==> src/rtl/grf_wb_pkg.sv <==
// Shared widths and the queued write-back entry type for the GRF write-back arbiter.
package grf_wb_pkg;

  localparam int ADDR_W = 5;
  localparam int DATA_W = 32;

  typedef struct packed {
    logic [ADDR_W-1:0] addr;
    logic [DATA_W-1:0] data;
    logic [DATA_W-1:0] pc;
  } wb_entry_t;

endpackage

==> src/rtl/grf_wb_fifo.sv <==
// Dual-push, single-pop circular buffer; push_a lands before push_m in the same cycle.
module grf_wb_fifo #(
  parameter int DEPTH  = 4,
  parameter int ADDR_W = grf_wb_pkg::ADDR_W,
  parameter int DATA_W = grf_wb_pkg::DATA_W,
  localparam int PTR_W = $clog2(DEPTH),
  localparam int CNT_W = PTR_W + 1
) (
  input  logic                           clk,
  input  logic                           rst_n,
  input  logic                           i_push_a,
  input  logic [ADDR_W-1:0]              i_a_addr,
  input  logic [DATA_W-1:0]              i_a_data,
  input  logic [DATA_W-1:0]              i_a_pc,
  input  logic                           i_push_m,
  input  logic [ADDR_W-1:0]              i_m_addr,
  input  logic [DATA_W-1:0]              i_m_data,
  input  logic [DATA_W-1:0]              i_m_pc,
  input  logic                           i_pop,
  output logic [CNT_W-1:0]               o_count,
  output logic [ADDR_W-1:0]              o_head_addr,
  output logic [DATA_W-1:0]              o_head_data,
  output logic [DATA_W-1:0]              o_head_pc,
  output logic [DEPTH-1:0]               o_ent_valid,
  output logic [DEPTH-1:0][ADDR_W-1:0]   o_ent_addr
);
  import grf_wb_pkg::*;

  logic [ADDR_W-1:0] r_addr_mem [DEPTH];
  logic [DATA_W-1:0] r_data_mem [DEPTH];
  logic [DATA_W-1:0] r_pc_mem   [DEPTH];
  logic [PTR_W-1:0]  r_wr_ptr;
  logic [PTR_W-1:0]  r_rd_ptr;
  logic [CNT_W-1:0]  r_count;
  logic [PTR_W-1:0]  w_wr_ptr_m;

  // The MDU entry goes one slot further when the pipeline also pushes this cycle.
  assign w_wr_ptr_m = r_wr_ptr + PTR_W'(i_push_a);

  always_ff @(posedge clk) begin
    if (i_push_a) begin
      r_addr_mem[r_wr_ptr] <= i_a_addr;
      r_data_mem[r_wr_ptr] <= i_a_data;
      r_pc_mem[r_wr_ptr]   <= i_a_pc;
    end
    if (i_push_m) begin
      r_addr_mem[w_wr_ptr_m] <= i_m_addr;
      r_data_mem[w_wr_ptr_m] <= i_m_data;
      r_pc_mem[w_wr_ptr_m]   <= i_m_pc;
    end
  end

  always_ff @(posedge clk or negedge rst_n) begin
    if (!rst_n) begin
      r_wr_ptr <= '0;
      r_rd_ptr <= '0;
      r_count  <= '0;
    end else begin
      r_wr_ptr <= r_wr_ptr + PTR_W'(i_push_a) + PTR_W'(i_push_m);
      r_rd_ptr <= r_rd_ptr + PTR_W'(i_pop);
      r_count  <= r_count + CNT_W'(i_push_a) + CNT_W'(i_push_m) - CNT_W'(i_pop);
    end
  end

  assign o_count     = r_count;
  assign o_head_addr = r_addr_mem[r_rd_ptr];
  assign o_head_data = r_data_mem[r_rd_ptr];
  assign o_head_pc   = r_pc_mem[r_rd_ptr];

  // A slot is live when its distance from the read pointer is below the occupancy.
  for (genvar gi = 0; gi < DEPTH; gi++) begin : g_ent
    logic [PTR_W-1:0] w_off;
    assign w_off           = PTR_W'(gi) - r_rd_ptr;
    assign o_ent_valid[gi] = ({1'b0, w_off} < r_count);
    assign o_ent_addr[gi]  = r_addr_mem[gi];
  end

endmodule

==> src/rtl/grf_wb_arbiter.sv <==
// GRF write-back arbiter: pipeline/MDU handshakes into a FIFO, one registered write per cycle.
// Define GRF_WB_TRACE_EN to print the grader trace line for every write.
module grf_wb_arbiter #(
  parameter int DEPTH  = 4,
  parameter int ADDR_W = grf_wb_pkg::ADDR_W,
  parameter int DATA_W = grf_wb_pkg::DATA_W
) (
  input  logic                     clk,
  input  logic                     rst_n,
  input  logic                     i_a_valid,
  output logic                     o_a_ready,
  input  logic [ADDR_W-1:0]        i_a_addr,
  input  logic [DATA_W-1:0]        i_a_data,
  input  logic [DATA_W-1:0]        i_a_pc,
  input  logic                     i_m_valid,
  output logic                     o_m_ready,
  input  logic [ADDR_W-1:0]        i_m_addr,
  input  logic [DATA_W-1:0]        i_m_data,
  input  logic [DATA_W-1:0]        i_m_pc,
  output logic                     o_we,
  output logic [ADDR_W-1:0]        o_a3,
  output logic [DATA_W-1:0]        o_wd,
  output logic [DATA_W-1:0]        o_wpc,
  output logic [(1<<ADDR_W)-1:0]   o_busy
);
  import grf_wb_pkg::*;

  localparam int CNT_W = $clog2(DEPTH) + 1;

  logic [CNT_W-1:0]             w_count;
  logic [CNT_W-1:0]             w_free;
  logic                         w_a_ready;
  logic                         w_m_ready;
  logic                         w_push_a;
  logic                         w_push_m;
  logic                         w_pop;
  logic [ADDR_W-1:0]            w_head_addr;
  logic [DATA_W-1:0]            w_head_data;
  logic [DATA_W-1:0]            w_head_pc;
  logic [DEPTH-1:0]             w_ent_valid;
  logic [DEPTH-1:0][ADDR_W-1:0] w_ent_addr;
  logic [(1<<ADDR_W)-1:0]       w_busy;
  logic                         r_we;
  logic [ADDR_W-1:0]            r_a3;
  logic [DATA_W-1:0]            r_wd;
  logic [DATA_W-1:0]            r_wpc;

  // Free space ignores a same-cycle pop; the pipeline reserves a slot ahead of the MDU.
  assign w_free    = CNT_W'(DEPTH) - w_count;
  assign w_a_ready = rst_n & (w_free >= CNT_W'(1));
  assign w_m_ready = rst_n & (i_a_valid ? (w_free >= CNT_W'(2)) : (w_free >= CNT_W'(1)));
  assign w_push_a  = i_a_valid & w_a_ready & (i_a_addr != '0);
  assign w_push_m  = i_m_valid & w_m_ready & (i_m_addr != '0);
  assign w_pop     = (w_count != '0);

  grf_wb_fifo #(
    .DEPTH  (DEPTH),
    .ADDR_W (ADDR_W),
    .DATA_W (DATA_W)
  ) u_fifo (
    .clk         (clk),
    .rst_n       (rst_n),
    .i_push_a    (w_push_a),
    .i_a_addr    (i_a_addr),
    .i_a_data    (i_a_data),
    .i_a_pc      (i_a_pc),
    .i_push_m    (w_push_m),
    .i_m_addr    (i_m_addr),
    .i_m_data    (i_m_data),
    .i_m_pc      (i_m_pc),
    .i_pop       (w_pop),
    .o_count     (w_count),
    .o_head_addr (w_head_addr),
    .o_head_data (w_head_data),
    .o_head_pc   (w_head_pc),
    .o_ent_valid (w_ent_valid),
    .o_ent_addr  (w_ent_addr)
  );

  always_ff @(posedge clk or negedge rst_n) begin
    if (!rst_n) begin
      r_we  <= 1'b0;
      r_a3  <= '0;
      r_wd  <= '0;
      r_wpc <= '0;
    end else if (w_pop) begin
      r_we  <= 1'b1;
      r_a3  <= w_head_addr;
      r_wd  <= w_head_data;
      r_wpc <= w_head_pc;
    end else begin
      r_we  <= 1'b0;
    end
  end

  // The output register is excluded: the GRF forwards wd while we is high.
  always_comb begin
    w_busy = '0;
    for (int i = 0; i < DEPTH; i++) begin
      if (w_ent_valid[i]) w_busy[w_ent_addr[i]] = 1'b1;
    end
  end

`ifdef GRF_WB_TRACE_EN
  always @(posedge clk) begin
    if (r_we) $display("%d@%h: $%d <= %h", $time, r_wpc, r_a3, r_wd);
  end
`else
`endif

  assign o_a_ready = w_a_ready;
  assign o_m_ready = w_m_ready;
  assign o_we      = r_we;
  assign o_a3      = r_a3;
  assign o_wd      = r_wd;
  assign o_wpc     = r_wpc;
  assign o_busy    = w_busy;

endmodule

==> config.mk <==
export PLATFORM = sky130hd
export DESIGN_NAME = grf_wb_arbiter
export DESIGN_NICKNAME = d
export VERILOG_FILES = /design/src/rtl/grf_wb_pkg.sv /design/src/rtl/grf_wb_fifo.sv /design/src/rtl/grf_wb_arbiter.sv
export SDC_FILE = /design/constraint.sdc
export NUM_CORES = 1
export LEC_CHECK = 0
export BUFFER_PORTS_ARGS = -buffer_cell sky130_fd_sc_hd__buf_2
export CAP_MARGIN = 20
export CORE_ASPECT_RATIO = 1.5
export CORE_MARGIN = 2
export CORE_UTILIZATION = 45
export CTS_CLUSTER_SIZE = 28
export DETAILED_ROUTE_END_ITERATION = 8
export PLACE_DENSITY = 0.65
export SETUP_SLACK_MARGIN = 0.05
export SLEW_MARGIN = 40
export SYNTH_ARGS = -nofsm -noshare
export SYNTH_HDL_FRONTEND = slang
export SYNTH_SLANG_ARGS = --single-unit
==> constraint.sdc <==
create_clock -name clk -period 7.5 [get_ports clk]
set_input_delay 0 -clock clk [delete_from_list [all_inputs] [get_ports clk]]
set_output_delay 0 -clock clk [all_outputs]
set_load 0.05 [all_outputs]
==> results of run 1 <==
==> synth_stat cells (3+ instances only) <==
master       n
edfxtp_1   276
mux2_4     276
nand2_1    215
dfrtp_1     77
mux4_2      69
buf_6       28
clkbuf_1    27
inv_1       22
a221o_1     20
o22ai_1     14
nand2b_1    13
ha_1        12
nor2b_1     12
o221ai_1    12
nor3b_1      9
a22oi_1      8
nand3b_1     8
buf_2        7
buf_1        6
nor2_1       6
and2_1       5
a2bb2oi_1    4
nand4_1      4
nor4_4       4
o2111ai_1    4
o21bai_1     4
o2bb2ai_1    4
nor3_1       3
or2_2        3
or4_1        3
xnor2_1      3
xor2_1       3
==> through the flow <==
step	worst slack [ns]	util, %	hold slack (ns)	cell area [um^2]	total power, mW
after floorplan	1.79	-	-0.296	18900	6.09
after global placement	2.03	49.8	-0.0379	20500	7.04
after detailed placement	2.50	50.1	-0.0296	20700	7.14
after CTS	1.99	58.1	0.0360	24000	9.12
after global routing	1.74	58.2	0.0612	24000	9.49
final	2.00	58.2	0.0487	24000	9.06
==> final cells by class <==
class | count | area, um^2 | area share (%)
tap | 558 | 698 | 2.91
multi-input combinational | 749 | 8170 | 34.1
clock inverter | 17 | 194 | 0.809
antenna | 2 | 5.00 | 0.0209
clock buffer | 47 | 995 | 4.15
inverter | 23 | 87.6 | 0.365
sequential | 353 | 10200 | 42.6
timing repair buffer | 477 | 3610 | 15.1
==> cells by family after synthesis <==
logic type	count (synthesis)	synth area share, %
simple gates	297	7.46
buf+inv	91	2.97
mux	345	30.2
flops	353	54.1
fa+ha+maj	14	1.01
compound gates	86	3.92
xor+xnor	7	0.365
==> cells in the final DEF (no fill, tap or decap), drive strengths merged, types with 4 or more instances in the layout <==
| cell type | instances |
|---|---|
| dlygate4sd3 | 208 |
| and2 | 5 |
| o2111ai | 4 |
| nor2 | 7 |
| clkinv | 14 |
| nand4 | 4 |
| mux2 | 276 |
| buf | 269 |
| nor3b | 9 |
| bufinv | 4 |
| dfrtp | 77 |
| a22oi | 8 |
| nor4 | 6 |
| xnor2 | 4 |
| clkbuf | 47 |
| o21bai | 4 |
| edfxtp | 276 |
| a2bb2oi | 4 |
| nand3b | 8 |
| inv | 22 |
| nor2b | 12 |
| mux4 | 69 |
| nand2 | 215 |
| ha | 12 |
| o221ai | 12 |
| o22ai | 14 |
| o2bb2ai | 4 |
| nand2b | 13 |
| a221o | 20 |
==> how the worst max path moves through the flow <==
stage | start | endpoint | slack, ns | cells after the start
final | u_fifo.o_count[0]$_DFF_PN0_ | u_fifo.r_data_mem[2][24]$_DFFE_PP_ | 2.00 | 14
after global routing | u_fifo.o_count[0]$_DFF_PN0_ | u_fifo.r_data_mem[2][24]$_DFFE_PP_ | 1.74 | 14
after CTS | u_fifo.o_count[0]$_DFF_PN0_ | u_fifo.r_pc_mem[2][20]$_DFFE_PP_ | 1.99 | 14
after detailed placement | u_fifo.o_count[0]$_DFF_PN0_ | u_fifo.r_data_mem[2][18]$_DFFE_PP_ | 2.50 | 14
after global placement | u_fifo.o_count[0]$_DFF_PN0_ | u_fifo.r_data_mem[2][11]$_DFFE_PP_ | 2.03 | 13
after floorplan | u_fifo.o_count[0]$_DFF_PN0_ | u_fifo.r_addr_mem[3][0]$_DFFE_PP_ | 1.79 | 7
==> metal layers <==
layer | vias to the layer above | wire length [um]
met2 | 327 | 27500
met4 | 0 | 1390
met5 | - | 0
li1 | 5485 | -
met3 | 80 | 1800
met1 | 6145 | 18700
==> sequential cells by signal, summed over array words and instances, names as in the netlist, 2 cells and up <==
| signal | flops |
|---|---|
| o_a3 | 5 |
| o_wd | 32 |
| o_wpc | 32 |
| u_fifo.o_count | 3 |
| u_fifo.r_addr_mem | 20 |
| u_fifo.r_data_mem | 128 |
| u_fifo.r_pc_mem | 128 |
| u_fifo.r_rd_ptr | 2 |
| u_fifo.r_wr_ptr | 2 |
==> power by group <==
part	switching [mW]	internal, mW
Clock	0.763	1.08
Sequential	0.307	2.82
Combinational	2.52	1.58
==> critical path: stages, from the launching register on <==
cell and delay (ns):
dfrtp_1 0.52, inv_1 0.12, ha_1 0.24, ha_4 0.27
or4b_4 0.47, and2_1 0.19, o211ai_1 0.20, inv_1 0.16
ha_1 0.33, nand2b_1 0.24, nor4_4 0.16, buf_4 0.60
buf_4 0.78, mux2_4 0.35, dlygate4sd3_1 0.55
==> results.md, run 1 <==
- Vias in the first global route: 12928
- Reg-to-Reg End: u_fifo.r_data_mem[2][24]$_DFFE_PP_
- Top-Level Pins: 246
- Hold Path Class: in -> reg
- Worst vdd ir: 0.243 mV
- Ys Warns: 0
- Post CTS Setup Buffer Count: 0
- Total Routed Length: 49400 um
- Detailed placement HPWL: 31100 um
- Final hold violations: 0
- Initial Util: 45.8%
- Die X: 171 um
- Met3 Use GR: 2.55%
- H-Tree Depth: 2
- Area share of the largest cell type after synthesis: 43.9%
- Most used DFF post-synth: edfxtp_1
- GRT Total Usage: 22.7%
- Period utilisation layout: 73.3%
- RR Startpoint: u_fifo.o_count[0]$_DFF_PN0_
- Final setup fails: 0
- Worst R2R Path Depth: 14
- Critical path launch point type: register
- Post-synthesis cell area: 0.0189 mm^2
- Slew of the pin with the lowest slew margin: 0.840 ns
- Max Cap Violations: 0
- Outcome: finished clean
- Number of gates resized after cts: 0
- Port bufs: 245
- Clock buffer depth: 3
- FF+latch count, synth: 353
- CTS tree: yes
- Slew margin rel.: 44.0%
- Sink Count: 353
- Number of core rows: 91
- Post-DR wirelength/cell: 22.2 um
- Routed Antenna Nets: 0
- CP Data Arrival Time: 5.77 ns
- Req. time, crit path: 7.78 ns
- EDFF count, synth: 276
- Core ar.: 0.0412 mm^2
- CTS Hold Bufs: 209
- Mapped Avg Cell Area: 15.8 um^2
- Leakage: 9.64 nW
- Largest net degree at the start of global routing: 72
- Clock skew: 0.0230 ns
- Post-layout nets: 1796
- Met1 GRT Util: 25.7%
- Hold Path Sink: u_fifo.r_wr_ptr[0]$_DFF_PN0_
- Flop2flop setup slack: 2.00 ns
- Final GP Congestion: 0.873
- Hold depth: 3
- Critical path fanouts, max: 38
- Later-pin clock latency in the skew report: 0.53 ns
- Critical Path Sink Type: register
- Num CTS Buffers: 36
- Fill count: 3285
- Inst Count DP: 1950
- DRC: 0
- Ys async rst share: 21.8%
- RSZ-0062 raised after global routing: false
- Initial antenna violation count: 2
- Power per cell area: 378 mW/mm^2
- Height of the die: 255 um
- Critical Setup Path Class: reg -> reg
- DR vias/cell: 5.41
- Gr busiest metal: met2
- Fin Setup TNS: 0 ns
- Drt initial violations: 662
- First-pass GRT wire length: 74900 um
- GRT overflow: 0
- Die area: 0.0436 mm^2
- Root Buffer: clkbuf_16
- Mapped Cells: 1193
- Layout area overhead: 27.0%
- Final min period: 5.50 ns
- CTS clock-pin slew for the worst setup and hold paths: 0.06 ns
- Layout Cells excl Fill: 2226
- Routed vias: 12037
- DR pass1 iterations: 5
- Hold_sp: i_m_valid
- Top post-synthesis cells by area: edfxtp_1 44%, mux2_4 22%, dfrtp_1 10%
- Post-synthesis sequential area ratio: 54.1%
- Ratio of cells with drive above 1 in the final layout: 41.1%
- Largest area contributor in the netlist: edfxtp_1
- Net Count, Synth: 1349
- Max Transition Viols Final: 0
- GRT met2 Usage: 43.6%
- Max Fclk: 182 MHz
- Unique masters post-synth: 57
Power figures use the tool's default switching activity.
==> inputs of run 2 (changes only) <==
--- a/config.mk
+++ b/config.mk
@@ -12,7 +12,7 @@
 export CORE_UTILIZATION = 45
 export CTS_CLUSTER_SIZE = 28
 export DETAILED_ROUTE_END_ITERATION = 8
-export PLACE_DENSITY = 0.65
+export PLACE_DENSITY = 0.67
 export SETUP_SLACK_MARGIN = 0.05
 export SLEW_MARGIN = 40
 export SYNTH_ARGS = -nofsm -noshare
==> constraint.sdc (replaced) <==
create_clock -name clk -period 4.6 [get_ports clk]
set_input_delay 0 -clock clk [delete_from_list [all_inputs] [get_ports clk]]
set_output_delay 0 -clock clk [all_outputs]
set_load 0.05 [all_outputs]
==> results.md, run 2 (synthesis results as in run 1) <==
- Critical path launch point type: register
- Hold depth: 3 (unchanged)
- Top Registers: u_fifo.r_data_mem: 128 flops, u_fifo.r_pc_mem: 128 flops
- Flop2flop setup slack: 0.20 ns (-1.81 ns)
- Req. time, crit path: 4.87 ns (-2.91 ns)
- Reg-to-Reg End: u_fifo.r_pc_mem[2][8]$_DFFE_PP_
- Fill count: 3238 (-1.4%)
- Core ar.: 0.0412 mm^2 (unchanged)
- Inst Count DP: 1956 (+0.31%)
- Vias in the first global route: 12936 (+0.062%)
- GRT overflow: 0 (unchanged)
- Cell family contributing the most delay on the critical path: buffers and inverters
- Worst path slowest cell: dlygate4sd3_1
- Setup crit start: u_fifo.o_count[1]$_DFF_PN0_
- GRT Total Usage: 22.3% (-0.41 points)
- Ratio of cells with drive above 1 in the final layout: 41.9% (+0.76 points)
- Detailed placement HPWL: 30400 um (-2.3%)
- DP Area: 0.0208 mm^2 (+0.54%)
- Critical path's most frequent cell: ha_1
- Setup WS post-layout: 0.197 ns (-1.81 ns)
- Worst vdd ir: 0.343 mV (+41%)
- Hold Path Sink: u_fifo.r_wr_ptr[0]$_DFF_PN0_
- Worst slack at placement: 0.544 ns (-1.95 ns)
- Layout Cells excl Fill: 2235 (+0.40%)
- Final GP Congestion: 0.894 (+2.5%)
- Height of the die: 255 um (unchanged)
- Hold Path Class: in -> reg
- Critical path fanouts, max: 24 (-37%)
- Critical-path cell list: inv_2, ha_1, ha_4, or4b_4, and2_1, o211ai_1, inv_1, ha_1, nand2b_1, nor4_4, buf_4, clkbuf_16, mux2_4, dlygate4sd3_1
- CTS tree: yes
- Outcome: finished clean
- First-pass GRT wire length: 73400 um (-2.0%)
- Post-layout nets: 1803 (+0.39%)
- Period utilisation layout: 95.7% (+22 points)
- Slew of the pin with the lowest slew margin: 0.800 ns (-0.0396 ns)
- Routed vias: 12170 (+1.1%)
- Hold_sp: i_m_valid
- Layout area overhead: 27.4%
- Max Cap Violations: 0 (unchanged)
- CP Data Arrival Time: 4.67 ns (-1.10 ns)
- Critical path depth: 14 (unchanged)
- Largest net degree at the start of global routing: 72 (unchanged)
- Root Buffer: clkbuf_16
- Max Fclk: 227 MHz (+25%)
- Worst R2R Path Depth: 14 (unchanged)
- Power per cell area: 611 mW/mm^2 (+62%)
- Max Transition Viols Final: 0 (unchanged)
- Drt initial violations: 673 (+1.7%)
- Final setup fails: 0 (unchanged)
- Later-pin clock latency in the skew report: 0.54 ns (about the same)
- Critical Path Sink Type: register
- Cell area after layout: 0.0241 mm^2 (+0.28%)
- Total Routed Length: 49800 um (+0.93%)
- Die area: 0.0436 mm^2 (unchanged)
- Critical Setup Path Class: reg -> reg
- CTS clock-pin slew for the worst setup and hold paths: 0.07 ns (about the same)
- Final hold violations: 0 (unchanged)
- Die X: 171 um (unchanged)
- Clock buffer depth: 3 (unchanged)
- Clock skew: 0.0187 ns (-0.00427 ns)
- Post-DR wirelength/cell: 22.3 um (+0.52%)
- RR Startpoint: u_fifo.o_count[1]$_DFF_PN0_
- DR pass1 iterations: 5 (unchanged)
- Top-Level Pins: 246 (unchanged)
- Final min period: 4.40 ns (-1.09 ns)
- DR vias/cell: 5.45 (+0.70%)
- Number of core rows: 91 (unchanged)
- CP max stage delay: 0.57 ns (-0.21 ns)
- Num CTS Buffers: 37 (+2.8%)
- Fin Setup TNS: 0 ns (unchanged)
- Port bufs: 245 (unchanged)
- Slew margin rel.: 46.5% (+2.5 points)
- Initial Util: 45.8% (unchanged)
- RSZ-0062 raised after global routing: true
- DRC: 0 (unchanged)
- Initial antenna violation count: 3 (+1)
- Routed Antenna Nets: 0 (unchanged)
- CP Buf/Inv Count: 5 (unchanged)
- Commonest cells after routing, fill and taps aside: 276 x mux2_4, 276 x edfxtp_1, 244 x buf_2
- Leakage: 9.66 nW (+0.21%)
- Sink Count: 353 (unchanged)
- H-Tree Depth: 2 (unchanged)
[run 2: cell count changes in the layout (fill, tap and decap cells not counted), sizes merged]
cell         delta
buf            +12
diode           +1
clkinv          -4
dlygate4sd3     -8
clkinvlp        +3
inv             +2
clkbuf          +6
bufinv          -3
[run 2: cell type report]
class	count	area, um^2	share of cell area (%)
clock buffers	51	1010	4.20
clock inverters	15	115	0.479
flip-flops and latches	353	10200	42.5
diodes	3	7.51	0.0312
repair buffers	483	3740	15.6
multi-input cells	749	8170	34.0
inverters	23	87.6	0.364
well taps	558	698	2.90
[run 2: worst register-to-register path: stages, from the launching register on]
cell and delay, ns:
dfrtp_1 0.42, inv_2 0.11, ha_1 0.23, ha_4 0.27
or4b_4 0.47, and2_1 0.18, o211ai_1 0.11, inv_1 0.11
ha_1 0.32, nand2b_1 0.24, nor4_4 0.32, buf_4 0.19
clkbuf_16 0.25, mux2_4 0.37, dlygate4sd3_1 0.57
[run 2: power breakdown]
group	switching (mW)	total (mW)	internal [mW]
Clock	1.23	2.83	1.60
Combinational	4.12	6.75	2.63
Sequential	0.532	5.12	4.59
[run 2: layer usage]
metal	vias up	routed length, um	part of all wire, %	track usage [%]
met5	-	0	0	0
met4	0	1880	3.8	9.61
met3	125	2140	4.3	3.05
met2	409	26800	54	41.8
met1	6135	19000	38	25.1
li1	5501	-	-	-
[run 2: metrics by stage]
stage | util (%) | power [mW] | hold slack, ns
after floorplan | - | 9.90 | -0.296
after global placement | 50.3 | 11.5 | -0.0515
after detailed placement | 50.4 | 11.7 | -0.0413
after CTS | 58.0 | 14.7 | 0.0241
after global routing | 58.4 | 15.4 | 0.0548
final | 58.4 | 14.7 | 0.0497
[run 2: repair_timing]
item | 4_1_cts | 5_1_grt
buffers inserted | 0 | 6
endpoints found under the hold margin | 353 | 0
hold buffers | 201 | 0
endpoints found under the setup margin | 0 | 60
resized for setup | 0 | 9
[run 2: worst max path at each step]
stage,endpoint,slack [ns]
final,u_fifo.r_pc_mem[2][8]$_DFFE_PP_,0.20
after global routing,u_fifo.r_pc_mem[2][8]$_DFFE_PP_,0.02
after CTS,u_fifo.r_pc_mem[0][30]$_DFFE_PP_,0.06
after detailed placement,u_fifo.r_data_mem[1][21]$_DFFE_PP_,0.54
after global placement,u_fifo.r_data_mem[1][21]$_DFFE_PP_,0.61
after floorplan,u_fifo.r_addr_mem[0][0]$_DFFE_PP_,-0.23
==> inputs of run 3 (changes only) <==
==> constraint.sdc (replaced) <==
create_clock -name clk -period 4.6 [get_ports clk]
set_input_delay 0.69 -clock clk [delete_from_list [all_inputs] [get_ports clk]]
set_output_delay 0.69 -clock clk [all_outputs]
set_load 0.05 [all_outputs]
==> results.md, run 3 (synthesis results as in run 1) <==
- Outcome: finished clean
- CTS tree: yes
- Top Registers: u_fifo.r_data_mem: 128 flops, u_fifo.r_pc_mem: 128 flops
- DRC: 0 (unchanged)
- H-Tree Depth: 2 (unchanged)
- Final hold violations: 0 (unchanged)
- Worst R2R Path Depth: 12 (-2)
- Layout area overhead: 17.0%
- Number of core rows: 91 (unchanged)
- Post CTS Setup Buffer Count: 0 (unchanged)
- RR Startpoint: u_fifo.o_count[0]$_DFF_PN0_
- DR pass1 iterations: 5 (unchanged)
- Switch share: 39.3% (-0.71 points)
- Largest net degree at the start of global routing: 72 (unchanged)
- DR vias/cell: 5.50 (+0.96%)
- Hold Path Class: in -> async
- Max Cap Violations: 0 (unchanged)
- Num CTS Buffers: 36 (-2.7%)
- Die area: 0.0436 mm^2 (unchanged)
- Period utilisation layout: 88.5% (-7.2 points)
- RSZ-0062 raised after global routing: false
- Slew of the pin with the lowest slew margin: 0.813 ns (+0.0130 ns)
- Worst vdd ir: 0.351 mV (+2.4%)
- Top-Level Pins: 246 (unchanged)
- Worst path slowest cell: dfrtp_1
- Initial Util: 45.8% (unchanged)
- Detailed placement HPWL: 30500 um (+0.17%)
- Logic pwr share: 44.2% (-1.7 points)
- Initial antenna violation count: 14 (+11)
- CTS clock-pin slew for the worst setup and hold paths: 0.06 ns (about the same)
- Post-layout nets: 1596 (-11%)
- CTS Hold Bufs: 0 (-100%)
- Commonest cells after routing, fill and taps aside: 276 x mux2_4, 276 x edfxtp_1, 244 x buf_2
- Routed vias: 11176 (-8.2%)
- Register Area: 0.0102 mm^2 (about the same)
- Critical Setup Path Class: reg -> reg
- GRT overflow: 0 (unchanged)
- Root Buffer: clkbuf_16
- Max Transition Viols Final: 0 (unchanged)
- Sequential Power Share: 35.1% (+0.3 points)
- Clock skew: 0.0141 ns (-0.00456 ns)
- Critical-path cell list: inv_1, ha_1, ha_4, or4b_4, and2_1, o211ai_1, inv_1, ha_1, xor2_1, nor4_4, buf_4, mux2_4
- Final GP Congestion: 0.874 (-2.2%)
- Core ar.: 0.0412 mm^2 (unchanged)
- Later-pin clock latency in the skew report: 0.52 ns (-0.02 ns)
- Post-DR wirelength/cell: 23.1 um (+3.4%)
- Critical path fanouts, max: 20 (-17%)
- Final setup fails: 0 (unchanged)
- GRT Total Usage: 21.6% (-0.72 points)
- Die X: 171 um (unchanged)
- Clock power frac: 20.8% (+1.5 points)
- CP Data Arrival Time: 4.34 ns (-0.33 ns)
- Slew margin rel.: 45.6% (-0.88 points)
- First-pass GRT wire length: 70500 um (-3.9%)
- DP Area: 0.0208 mm^2 (about the same)
- Setup crit start: u_fifo.o_count[0]$_DFF_PN0_
- Vias in the first global route: 11960 (-7.5%)
- Number of gates resized after cts: 0 (unchanged)
- Max Fclk: 246 MHz (+8.1%)
- Total Routed Length: 46900 um (-5.9%)
- Critical Path Sink Type: register
- Height of the die: 255 um (unchanged)
- Power per cell area: 660 mW/mm^2 (+8.0%)
- Ratio of cells with drive above 1 in the final layout: 47.3% (+5.5 points)
- Sink Count: 353 (unchanged)
- Routed Antenna Nets: 0 (unchanged)
- Req. time, crit path: 4.87 ns (about the same)
- Port bufs: 245 (unchanged)
- Cell area after layout: 0.0221 mm^2 (-8.1%)
- CP max stage delay: 0.54 ns (-0.03 ns)
- Fin Setup TNS: 0 ns (unchanged)
- Critical path launch point type: register
- Internal power: 8.85 mW (+0.41%)
- Drt initial violations: 553 (-18%)
- Multi-input logic area: 0.00816 mm^2 (about the same)
- Final min period: 4.07 ns (-0.331 ns)
- Fill count: 3426 (+5.8%)
- Leakage: 8.85 nW (-8.4%)
- Switch Pwr: 5.73 mW (-2.5%)
- Clock buffer depth: 3 (unchanged)
[run 3: changes by cell type in the layout (fill, tap and decap cells not counted), moves of 4 or more]
cell,change
buf_6,-4
clkbuf_8,+7
diode_2,+6
dlygate4sd3_1,-200
[run 3: power by group through the flow]
stage / Clock [mW] / Sequential, mW / Combinational (mW)
3_3_place_gp: 0 / 5.14 / 6.41
4_1_cts: 3.09 / 5.12 / 6.50
3_5_place_dp: 0 / 5.18 / 6.48
2_1_floorplan: 0 / 6.07 / 3.82
5_1_grt: 3.21 / 5.21 / 6.90
6_report: 3.03 / 5.11 / 6.44
[run 3: final cells by class]
type | count | area share (%)
Clock inverter | 9 | 0.685
Tap cell | 558 | 3.16
Sequential cell | 353 | 46.3
Inverter | 23 | 0.396
Multi-Input combinational cell | 749 | 36.9
Timing Repair Buffer | 277 | 7.58
Antenna cell | 9 | 0.102
Clock buffer | 55 | 4.86
[run 3: final timing paths]
path | end | slack [ns]
max | u_fifo.r_data_mem[1][13]$_DFFE_PP_ | 0.53
min | o_wpc[30]$_DFFE_PN0N_ | 0.21
max reg2reg | u_fifo.r_data_mem[1][13]$_DFFE_PP_ | 0.53
min reg2reg | o_wpc[22]$_DFFE_PN0N_ | 0.46
max in group asynchronous | u_fifo.r_rd_ptr[1]$_DFF_PN0_ | 3.43
min in group clk | o_wpc[22]$_DFFE_PN0N_ | 0.46
[run 3: layer usage]
| metal | vias to the layer above | GRT usage [%] | share of wire, % |
|---|---|---|---|
| met3 | 86 | 3.60 | 4.9 |
| met2 | 315 | 41.0 | 55 |
| met1 | 5684 | 24.0 | 37 |
| met5 | - | 0 | 0.077 |
| li1 | 5083 | - | - |
| met4 | 8 | 7.92 | 3.2 |
[run 3: critical path: cells and delay by family, from the launching register on]
family,cells,cell delay (ns)
compound gates,1,0.12
xor+xnor,1,0.24
fa+ha+maj,3,0.75
buf+inv,3,0.70
flops,1,0.54
mux,1,0.34
simple gates,3,1.10
[run 3: per-stage QoR]
step	utilization, %	power (mW)	std cells	setup WS [ns]	hold slack [ns]
5_1_grt	53.6	15.3	2032	0.404	0.237
4_1_cts	53.4	14.7	2022	0.507	0.207
6_report	53.6	14.6	2033	0.528	0.209
2_1_floorplan	-	9.90	1193	-0.227	0.394
3_5_place_dp	50.5	11.7	1958	0.530	0.453
3_3_place_gp	50.4	11.6	1958	0.604	0.449
